### config.mk
export PLATFORM = sky130hd
export DESIGN_NAME = usb_core_mailbox
export DESIGN_NICKNAME = d
export VERILOG_FILES = /design/src/rtl/usb_core_mailbox_pkg.sv /design/src/rtl/usb_core_mailbox_fifo.sv /design/src/rtl/usb_core_mailbox.sv
export SDC_FILE = /design/constraint.sdc
export NUM_CORES = 1
export LEC_CHECK = 0
export CAP_MARGIN = 5
export CELL_PAD_IN_SITES_DETAIL_PLACEMENT = 1
export CELL_PAD_IN_SITES_GLOBAL_PLACEMENT = 2
export CORE_MARGIN = 3
export CORE_UTILIZATION = 30
export CTS_CLUSTER_DIAMETER = 120
export CTS_CLUSTER_SIZE = 28
export DETAILED_ROUTE_END_ITERATION = 10
export GPL_ROUTABILITY_DRIVEN = 0
export PLACE_DENSITY = 0.62
export SLEW_MARGIN = 40
export SYNTH_ARGS = -nofsm -noshare
export SYNTH_HDL_FRONTEND = slang
export SYNTH_SLANG_ARGS = --single-unit
### constraint.sdc
create_clock -name clk -period 2.33 [get_ports clk]
set_input_delay 0.466 -clock clk [delete_from_list [all_inputs] [get_ports clk]]
set_output_delay 0.466 -clock clk [all_outputs]
set_load 0.02 [all_outputs]
### src/rtl/usb_core_mailbox_pkg.sv
// usb_core_mailbox_pkg: shared status bit indices and sizing helper for the USB/core mailbox.
package usb_core_mailbox_pkg;
    localparam int U2C_OVF = 0;
    localparam int U2C_UNF = 1;
    localparam int C2U_OVF = 2;
    localparam int C2U_UNF = 3;
    function automatic int ptr_width(input int depth);
        return (depth > 1) ? $clog2(depth) : 1;
    endfunction
endpackage

### src/rtl/usb_core_mailbox_fifo.sv
// mailbox_fifo: synchronous FIFO with registered head and overflow/underflow pulses.
module mailbox_fifo
    import usb_core_mailbox_pkg::*;
#(
    parameter int pDATA_WIDTH = 8,
    parameter int pDEPTH      = 4,
    parameter int pCNT_WIDTH  = $clog2(pDEPTH + 1)
) (
    input  logic                   clk,
    input  logic                   reset_i,
    input  logic                   push_i,
    input  logic                   pop_i,
    input  logic [pDATA_WIDTH-1:0] data_i,
    output logic [pDATA_WIDTH-1:0] head_o,
    output logic [pCNT_WIDTH-1:0]  count_o,
    output logic                   ovf_o,
    output logic                   unf_o
);
    localparam int PW = ptr_width(pDEPTH);
    logic [pDATA_WIDTH-1:0] mem_q [pDEPTH];
    logic [pDATA_WIDTH-1:0] head_q;
    logic [PW-1:0]          wr_q, rd_q;
    logic [pCNT_WIDTH-1:0]  cnt_q;
    logic                   full, do_pop, do_push;
    assign full    = cnt_q == pCNT_WIDTH'(pDEPTH);
    assign do_pop  = pop_i && cnt_q != '0;
    // a pop on the same edge frees the slot, so a full FIFO still accepts the push
    assign do_push = push_i && (!full || do_pop);
    assign ovf_o   = push_i && !do_push;
    assign unf_o   = pop_i && cnt_q == '0;
    assign head_o  = head_q;
    assign count_o = cnt_q;
    always_ff @(posedge clk) begin
        if (reset_i) begin
            mem_q  <= '{default: '0};
            wr_q   <= '0;
            rd_q   <= '0;
            cnt_q  <= '0;
            head_q <= '0;
        end else begin
            if (do_push) mem_q[wr_q] <= data_i;
            wr_q   <= wr_q + PW'(do_push);
            rd_q   <= rd_q + PW'(do_pop);
            cnt_q  <= cnt_q + pCNT_WIDTH'(do_push) - pCNT_WIDTH'(do_pop);
            head_q <= mem_q[rd_q];
        end
    end
endmodule

### src/rtl/usb_core_mailbox.sv
// usb_core_mailbox: buffered bidirectional toggle-handshake mailbox between USB registers and the core.
module usb_core_mailbox
    import usb_core_mailbox_pkg::*;
#(
    parameter int pDATA_WIDTH  = 8,
    parameter int pDEPTH       = 4,
    parameter int pSYNC_STAGES = 2,
    parameter int pCNT_WIDTH   = $clog2(pDEPTH + 1)
) (
    input  logic                   clk,
    input  logic                   reset_i,
    input  logic                   usb_wr_tgl_i,
    input  logic [pDATA_WIDTH-1:0] usb_wr_data_i,
    output logic                   usb_wr_ack_tgl_o,
    input  logic                   usb_rd_tgl_i,
    output logic [pDATA_WIDTH-1:0] usb_rd_data_o,
    output logic [pCNT_WIDTH-1:0]  usb_rd_count_o,
    input  logic                   core_wr_tgl_i,
    input  logic [pDATA_WIDTH-1:0] core_wr_data_i,
    output logic                   core_wr_ack_tgl_o,
    input  logic                   core_rd_tgl_i,
    output logic [pDATA_WIDTH-1:0] core_rd_data_o,
    output logic [pCNT_WIDTH-1:0]  core_rd_count_o,
    input  logic                   status_clr_i,
    output logic [3:0]             status_o
);
    logic [pSYNC_STAGES-1:0][3:0] sync_q;
    logic [pSYNC_STAGES:0][3:0]   chain;
    logic [3:0] hist_q, ev, flag, status_q;
    logic       usb_ack_q, core_ack_q;
    // bit order {core_rd, core_wr, usb_rd, usb_wr}; chain[0] is the raw input
    assign chain = {sync_q, core_rd_tgl_i, core_wr_tgl_i, usb_rd_tgl_i, usb_wr_tgl_i};
    assign ev    = sync_q[pSYNC_STAGES-1] ^ hist_q;
    always_ff @(posedge clk) begin
        if (reset_i) begin
            sync_q     <= '0;
            hist_q     <= '0;
            usb_ack_q  <= 1'b0;
            core_ack_q <= 1'b0;
            status_q   <= '0;
        end else begin
            sync_q     <= chain[pSYNC_STAGES-1:0];
            hist_q     <= sync_q[pSYNC_STAGES-1];
            usb_ack_q  <= usb_ack_q ^ ev[0];
            core_ack_q <= core_ack_q ^ ev[2];
            status_q   <= (status_q & {4{~status_clr_i}}) | flag;
        end
    end
    mailbox_fifo #(.pDATA_WIDTH(pDATA_WIDTH), .pDEPTH(pDEPTH), .pCNT_WIDTH(pCNT_WIDTH)) u_u2c (
        .clk(clk), .reset_i(reset_i), .push_i(ev[0]), .pop_i(ev[3]), .data_i(usb_wr_data_i),
        .head_o(core_rd_data_o), .count_o(core_rd_count_o), .ovf_o(flag[U2C_OVF]), .unf_o(flag[U2C_UNF])
    );
    mailbox_fifo #(.pDATA_WIDTH(pDATA_WIDTH), .pDEPTH(pDEPTH), .pCNT_WIDTH(pCNT_WIDTH)) u_c2u (
        .clk(clk), .reset_i(reset_i), .push_i(ev[2]), .pop_i(ev[1]), .data_i(core_wr_data_i),
        .head_o(usb_rd_data_o), .count_o(usb_rd_count_o), .ovf_o(flag[C2U_OVF]), .unf_o(flag[C2U_UNF])
    );
    assign usb_wr_ack_tgl_o  = usb_ack_q;
    assign core_wr_ack_tgl_o = core_ack_q;
    assign status_o          = status_q;
endmodule
Yosys cells after proc, flatten, opt, wreduce, memory -nomap -nowiden
Cells that the tools add are included.
Storage, ports and cells
  register bits: 112
  bits of input ports: 23
Operators by class
  add/sub/neg operators: 8
  magnitude comparators: 6
  equality and inequality tests: 2
  multiplexer cells: 12
  bitwise gates (word level): 10
  reductions and logical operators: 20
Operator list (number)
  bitwise mux 32 bit: 2
  two-way mux 8 bit: 6
  binary-select mux 8 bit (select 2 bit): 2
  demux 8 bit (select 2 bit): 2
  >= comparator 3 bit, second input constant: 4
  NOT 2 -> 3 bit: 4
  logical AND 1 bit: 10
  adder 2 x 1 -> 2 bit: 4
  adder 3 x 1 -> 3 bit: 2
  equality test 3 bit, second input constant: 2
  logical NOT 3 bit: 2
  less-than comparator 3 x 1 -> 1 bit, second input constant: 2
  nonzero test 3 bit: 2
  subtractor 3 x 1 -> 3 bit: 2
  AND 4 bit: 1
  logical NOT 1 bit: 4
  bitwise OR 4 bit: 1
  bitwise XOR 4 bit: 1
  logical OR 1 bit: 2
  bitwise XOR 1 bit: 2
  NOT 1 bit: 1

Longest topological paths before layout
  depth after elaboration: 7
  gate-level depth with buffers: 9
  mapped depth without buffers: 9

By module
Synthesis repeated with hierarchy kept, for this count alone.
Unflattened totals
  cell total of the unflattened synthesis: 408
  area total of the unflattened synthesis: 4788.3 um^2
By module, submodules not included
  mailbox_fifo (u_u2c): instances 1, cells each 177, area each 2093.3 um^2, seq. area each 940.9 um^2
  mailbox_fifo (u_c2u): instances 1, cells each 177, area each 2090.8 um^2, seq. area each 940.9 um^2
  usb_core_mailbox: instances 1, cells each 54, area each 604.3 um^2, seq. area each 360.3 um^2

Worst setup path after synthesis
Ideal clock, no wire load.
  path type: reg-to-reg
  start point: register u_c2u.cnt_q[1] (netlist: u_c2u.count_o[1])
  end point: register u_c2u.cnt_q[2] (netlist: u_c2u.count_o[2])
  library setup time: 0.078 ns
  data arrival time: 2.021 ns
  data required time: 2.252 ns
  path slack: 0.231 ns
  cell stages (with the launch flop): 10
  path buffers: 0
  period minus slack after synthesis: 2.099 ns
  cells stage by stage: dfxtp_1 nor3_1 nor3_1 a21o_2 ha_1 inv_1 fa_1 xor2_1 and2_1 nor3_1
On the way
  word-level cells in the longest chain between the ends: 6
RTL lines
  start, declared: RTL line usb_core_mailbox_fifo.sv:23  | logic [pCNT_WIDTH-1:0] cnt_q;
  start signal, assigned: RTL line usb_core_mailbox_fifo.sv:44  | cnt_q <= cnt_q + pCNT_WIDTH'(do_push) - pCNT_WIDTH'(do_pop);
  equality test 3 bit / nonzero test 3 bit (equally long branches): RTL line usb_core_mailbox_fifo.sv:25, usb_core_mailbox_fifo.sv:26
  logical NOT 1 bit / logical AND 1 bit (equally long branches): RTL line usb_core_mailbox_fifo.sv:28, usb_core_mailbox_fifo.sv:26
  logical OR 1 bit: RTL line usb_core_mailbox_fifo.sv:28  | assign do_push = push_i && (!full || do_pop);
  logical AND 1 bit: RTL line usb_core_mailbox_fifo.sv:28
  adder 3 x 1 -> 3 bit: RTL line usb_core_mailbox_fifo.sv:44
  subtractor 3 x 1 -> 3 bit *: RTL line usb_core_mailbox_fifo.sv:44
Mark *: on every way between the ends. The rest lies on a longest branch, timed or not.
A chain may end at the register's enable or synchronous reset.

Final worst setup path
Same ends and word-level chain as after synthesis.

==> impl_results.md <==
* Min-delay worst type: reg2reg
* Drt via density at ~4.5
* Post-Place Cells at approximately 650
* Clk buf depth at 2
* Starting Density at 31.1%
* Period utilization at approximately 90%
* CTS tree: yes
* Worst relative slew slack at 50.0%
* Crit path cell chain: nor3_1 -> nor3_1 -> a21o_2 -> ha_1 -> inv_1 -> fa_1 -> xor2_1 -> and2_1 -> nor3_1
* Total Routed Length at roughly 10000 um
* Die Y at approximately 130 um
* Power Dens Cells at about 770 mW/mm^2
* Synth warn at 0
* Die extent in x at 133 um
* Worst path max stage delay at 0.46 ns
* Distinct cells, synth at 37
* Post-Route Setup TNS at 0 ns
* Minimum hold slack at 0.447 ns
* Worst vdd ir at between 0.0003 and 0.0004 V
* CP max-delay cell: dfxtp_1
* Max Freq at roughly 480 MHz
* Inserted Clock Buffers at 9
* CP Launch Type: flop
* Buf+Inv Stages, Crit Path at 1
* Port buffer count at 50
* Clock sink count at about 110
* Primary FF master, synth: dfxtp_1
* Layout cells sized above 1 at between 10% and 20%
* Htree depth at 3
* Pin count of the biggest net entering global routing at approximately 130
* Die area at 0.0176 sq mm
* Placed instance area at 0.00553 sq mm
* Nets at approximately 480
* Fin. Hold Viols at 0
* Total GRT Usage at roughly an eighth
* Mapped Area at 0.00480 sq mm
* Ports at 51
* Clk_lat worst skew at around 0.35 ns
* Status: completed
* Yosys reg bits at roughly 110
* Area of the core at 0.0154 sq mm
* Final setup vio count at 0
* Worst EP arrival at between 2 and 2.5 ns
* Non-Filler Instances at between 600 and 700
* Worst Tran Pin Value at between 0.7 and 0.8 ns
* Cells after synthesis at roughly 410
* Synth top area share at between 40% and 50%
* Largest cells by area after synthesis: dfxtp_1 (47%), mux2i_1 (13%), nand2b_1 (10%), mux4_2 (7.5%), nor2b_1 (4.3%)
* FFs w/ async S/R, synth at 0%
* Clk_skew at about 0.0062 ns
* Setup WS pre-CTS at 0.0575 ns
* Register area share after synthesis at between 40% and 50%
* First-pass GRT wire length at between 15000 and 20000 um
* Vias in the first global route at about 3200
* Post-layout min period at ~2.1 ns
* Root buf cell: clkbuf_16
* Diode count at 0
* Area Overhead vs Synth at 21.6%
* Drt pass-1 iters at 4
* Critical path peak fanout at 7
* Crit path kind: reg2reg
* GR Overflow Total at 0
* Drt initial violations at approximately 160
* Crit-path leading delay family: simple AND/OR/NAND/NOR gates
* Row count at 45
* Hpwl dp at ~6700 um
* Syn_nets at about 440
* Worst Path Required at 2.60 ns
* Detail Route Antenna Nets at 0
* Final Max Slew Viols at 0
* Most frequent CP cell: nor3_1
* CTS clk-pin slew, worst paths at roughly 0.070 ns
* Initial antenna violation count at 0
* Cell taking the most area after synthesis: dfxtp_1
* LEAKAGE at between 0.002 and 0.0025 uW
* DRC viols at 0
* PnR worst setup slack at about 0.23 ns
* Max Cap Viol at 0
* Post-route design area at 0.00584 sq mm
* Unrepaired setup endpoints after global routing: false
* Avg WL per Cell at around 15 um
* Postcts setup bufs at 0
* Post-synth EDFFs at 0
* Via Count at around 3000
* Endpoint class of the critical path: flop
* Mean post-synth cell area at 11.8 sq um
==> final cells by class <==
type                    count  area, sq um
clock inverters             2         38.8
multi-input cells         265         2440
inverters                   9         33.8
well taps                 211          264
fillers                  1685         9590
repair buffers             57          563
clock buffers              13          260
flip-flops and latches    112         2240
==> stage by stage <==
step	total power [uW]	util [%]
after detailed placement	2960	35.9
after CTS	4570	37.8
final	4470	37.9
after global routing	4730	37.9
after global placement	2940	35.9
after floorplan	2660	-
==> metal layers <==
metal,vias up,global-route usage (%),routed length [um]
li1,1484,-,-
met1,1485,15.4,4530
met2,32,20.4,5090
met3,10,3.16,280
met4,0,4.16,159
met5,-,0,0
==> cells by family (layout without fill, tap and decap cells) <==
kind of cell,count (synthesis),in the layout,synth area share (%)
simple gates,140,140,17.8
xor+xnor,14,14,3.34
buf+inv,31,81,2.68
mux,80,80,20.8
flops,112,112,46.7
fa+ha+maj,6,6,1.88
compound gates,25,25,6.78
==> Yosys cell counts (2+ instances only) <==
master	count
a21oi_1	5
a22oi_1	2
a32oi_1	2
buf_2	4
clkbuf_1	16
dfxtp_1	112
fa_1	2
ha_1	4
inv_1	9
mux2i_1	64
mux4_2	16
nand2_1	2
nand2b_1	80
nor2_1	11
nor2b_1	33
nor3_1	4
o2111ai_4	6
o21ai_0	2
o31ai_1	2
or3_1	3
or3b_1	2
or4_1	2
xnor2_1	8
xor2_2	4
==> state kept, by name, summed over array words and instances (netlist names) <==
name	cells
chain	8
core_wr_ack_tgl_o	1
hist_q	4
status_o	4
u_c2u.count_o	3
u_c2u.head_o	8
u_c2u.mem_q	32
u_c2u.rd_q	2
u_c2u.wr_q	2
u_u2c.count_o	3
u_u2c.head_o	8
u_u2c.mem_q	32
u_u2c.rd_q	2
u_u2c.wr_q	2
usb_wr_ack_tgl_o	1
==> report_power, final <==
part	internal [uW]	switching [uW]	leakage, uW
logic	386	393	0.00121
clock network	891	686	0.000146
registers	2010	102	0.000908
total	3290	1180	0.00226
==> cells in the final DEF, fill, tap and decap left out, types with 3 or more instances in the layout <==
cell / count
buf_4: 7
nor2_1: 11
nor3_1: 4
ha_1: 4
mux4_2: 16
clkbuf_16: 9
inv_1: 9
nor2b_1: 33
xnor2_1: 7
nand2b_1: 80
or3_1: 3
clkdlybuf4s50_1: 49
mux2i_1: 64
xor2_2: 4
dfxtp_1: 112
a21oi_1: 5
o2111ai_4: 6
==> final timing paths <==
path / startpoint / to / slack [ns] / depth (start not counted)
worst max-delay path: u_c2u.count_o[1]$_SDFF_PP0_ / u_c2u.count_o[2]$_SDFF_PP0_ / 0.23 / 9
worst min-delay path: chain[6]$_SDFF_PP0_ / chain[10]$_SDFF_PP0_ / 0.45 / 1
worst max register to register: u_c2u.count_o[1]$_SDFF_PP0_ / u_c2u.count_o[2]$_SDFF_PP0_ / 0.23 / 9
worst min register to register: chain[6]$_SDFF_PP0_ / chain[10]$_SDFF_PP0_ / 0.45 / 1
==> repair_timing <==
action,CTS,global route
resized for setup,0,1
endpoints found under the hold margin,0,0
hold buffers,0,0
endpoints found under the setup margin,0,1
No activity file was read; power rests on OpenSTA's default activity.
==> RTL change, RTL diff (config.mk and constraints unchanged) <==
`pDEPTH` is set to 4 in 2 places; all go to 8.
--- a/src/rtl/usb_core_mailbox_fifo.sv
+++ b/src/rtl/usb_core_mailbox_fifo.sv
@@ -3,7 +3,7 @@
     import usb_core_mailbox_pkg::*;
 #(
     parameter int pDATA_WIDTH = 8,
-    parameter int pDEPTH      = 4,
+    parameter int pDEPTH      = 8,
     parameter int pCNT_WIDTH  = $clog2(pDEPTH + 1)
 ) (
     input  logic                   clk,
--- a/src/rtl/usb_core_mailbox.sv
+++ b/src/rtl/usb_core_mailbox.sv
@@ -3,7 +3,7 @@
     import usb_core_mailbox_pkg::*;
 #(
     parameter int pDATA_WIDTH  = 8,
-    parameter int pDEPTH       = 4,
+    parameter int pDEPTH       = 8,
     parameter int pSYNC_STAGES = 2,
     parameter int pCNT_WIDTH   = $clog2(pDEPTH + 1)
 ) (
Interface: changed (resized core_rd_count_o and usb_rd_count_o); port bits go from 51 to 53. No check against the original RTL was run, so the function may have changed too.
==> RTL change against the unedited design <==
  * Final cell count is 66% higher
  * Routed wire length rose by 93%
  * Final area is 66% higher
  * Setup slack worse by 0.060 ns
  * Global-route usage increased by 1.8 points
  * Area after synthesis is 68% higher
  * Sequential share of layout area is 0.76 points lower
  * Count of clock-buffer cells in the layout is 5 higher
  * Total power rose by 73%
  * Sequential cell count rose by 70
  * Utilization shrank 0.96 points
  * Clock power rose by 88%
==> RTL change: results (changes against the unedited design) <==
[final_layout]
finalNetCount=803  ; +66%
reg_top3=u_c2u.mem_q x64, u_u2c.mem_q x64
fillCellCount=2853  ; +69%
drive_above_1_share_pct=15.4  ; +3.6 points

[clocking]
cts_max_path_buffers=2  ; unchanged
clock-root-buffer=clkbuf_16
clkLatencyLatePin_ns=0.43  ; +0.08 ns
post-cts-setup-buffers=0  ; unchanged
htreeDepth=4  ; +1
path_clk_slew_ns=0.07  ; about the same
cts-resized-gates=0  ; unchanged
numCtsBuffers=17  ; +8
ctsHoldBuffers=0  ; unchanged

[routing]
avgRoutedWirePerCell_um=17.5  ; +16%
viasPerCell=4.70  ; +4.4%
ant_nets=0  ; unchanged
drt-initial-drc-count=187  ; +16%

[logic_synthesis]
synth_common_cells=182 x dfxtp_1, 144 x mux2i_1, 144 x nand2b_1
yosysSeqAreaShare_pct=45.1  ; -1.6 points
ys_types=34  ; -8.1%
synth_area_leaders=dfxtp_1 45%, mux2i_1 18%, nand2b_1 11%
syn_nets=755  ; +73%

[worst_setup_path]
reg2reg_from=u_c2u.count_o[2]$_SDFF_PP0_
cp_max_fo=3  ; -4
r2r-end=u_c2u.count_o[2]$_SDFF_PP0_
crit_type=reg -> reg
crit_arrival_ns=2.46  ; +0.09 ns
r2r_slack_ns=0.17  ; -0.06 ns

[placed_design]
port_buffers=52  ; +4.0%
hpwl_um=13200  ; +98%

[power_and_ir_drop]
p_leak_uw=0.00388  ; +71%
peakVddDrop_mv=0.330  ; -3.7%

[sta]
holdWs_ns=0.441  ; -0.00652 ns
tightest_slew_ns=0.771  ; +0.0217 ns
skew_ns=0.0114  ; +0.00518 ns

[outcome]
outcome=complete, no violations

[grt]
grt_pass1_vias=5630  ; +74%
antenna_found_initial=1  ; +1
grt_start_max_net_pins=46  ; -64%
grt_pass1_wl_um=31400  ; +83%
grt_use_total_pct=14.0  ; +1.8 points

[hold_path]
hold_path_end=chain[10]$_SDFF_PP0_
hp-class=reg -> reg

[RTL change: report_power, final]
group          total [uW]  switching (uW)  internal, uW  leakage (uW)
clock                2970            1370          1590      0.000296
combinational        1380             683           696       0.00211
sequential           3370             122          3250       0.00147
[RTL change: cell type report]
| type | count | area share, % |
|---|---|---|
| Sequential cell | 182 | 37.6 |
| Clock buffer | 18 | 4.65 |
| Multi-Input combinational cell | 458 | 42.5 |
| Timing Repair Buffer | 88 | 8.78 |
| Clock inverter | 14 | 1.63 |
| Tap cell | 335 | 4.32 |
| Inverter | 13 | 0.503 |
[RTL change: cells by family (layout without fill, tap and decap cells)]
group | after synthesis | after routing | synth area share [%]
flops | 182 | 182 | 45.1
xor+xnor | 17 | 17 | 1.84
mux | 176 | 176 | 26.8
simple gates | 232 | 232 | 17.3
fa+ha+maj | 20 | 20 | 3.29
compound gates | 13 | 13 | 1.57
buf+inv | 72 | 133 | 4.09
[RTL change: stage by stage]
stage	setup slack, ns	cell area, um2	std cells
floorplan	0.00530	8080	712
global placement	0.186	9070	1076
detailed placement	0.0516	9070	1076
CTS	0.0357	9680	1108
global route	0.0277	9690	1108
finish	0.172	9690	1108
[RTL change: metal layers]
layer / GRT usage, % / up-vias / share of wire [%]
li1: - / 2512 / -
met1: 19.7 / 2620 / 51
met2: 22.2 / 61 / 45
met3: 1.97 / 13 / 2.4
met4: 4.34 / 0 / 1.3
met5: 0 / - / 0
[RTL change: critical path, stage by stage, from the launching register on]
cell and delay (ns):
dfxtp_4 0.34, inv_1 0.07, ha_2 0.22, and4bb_2 0.25, a311oi_4 0.29, ha_2 0.24
inv_1 0.05, fa_1 0.37, xor2_1 0.16, nor2_1 0.05
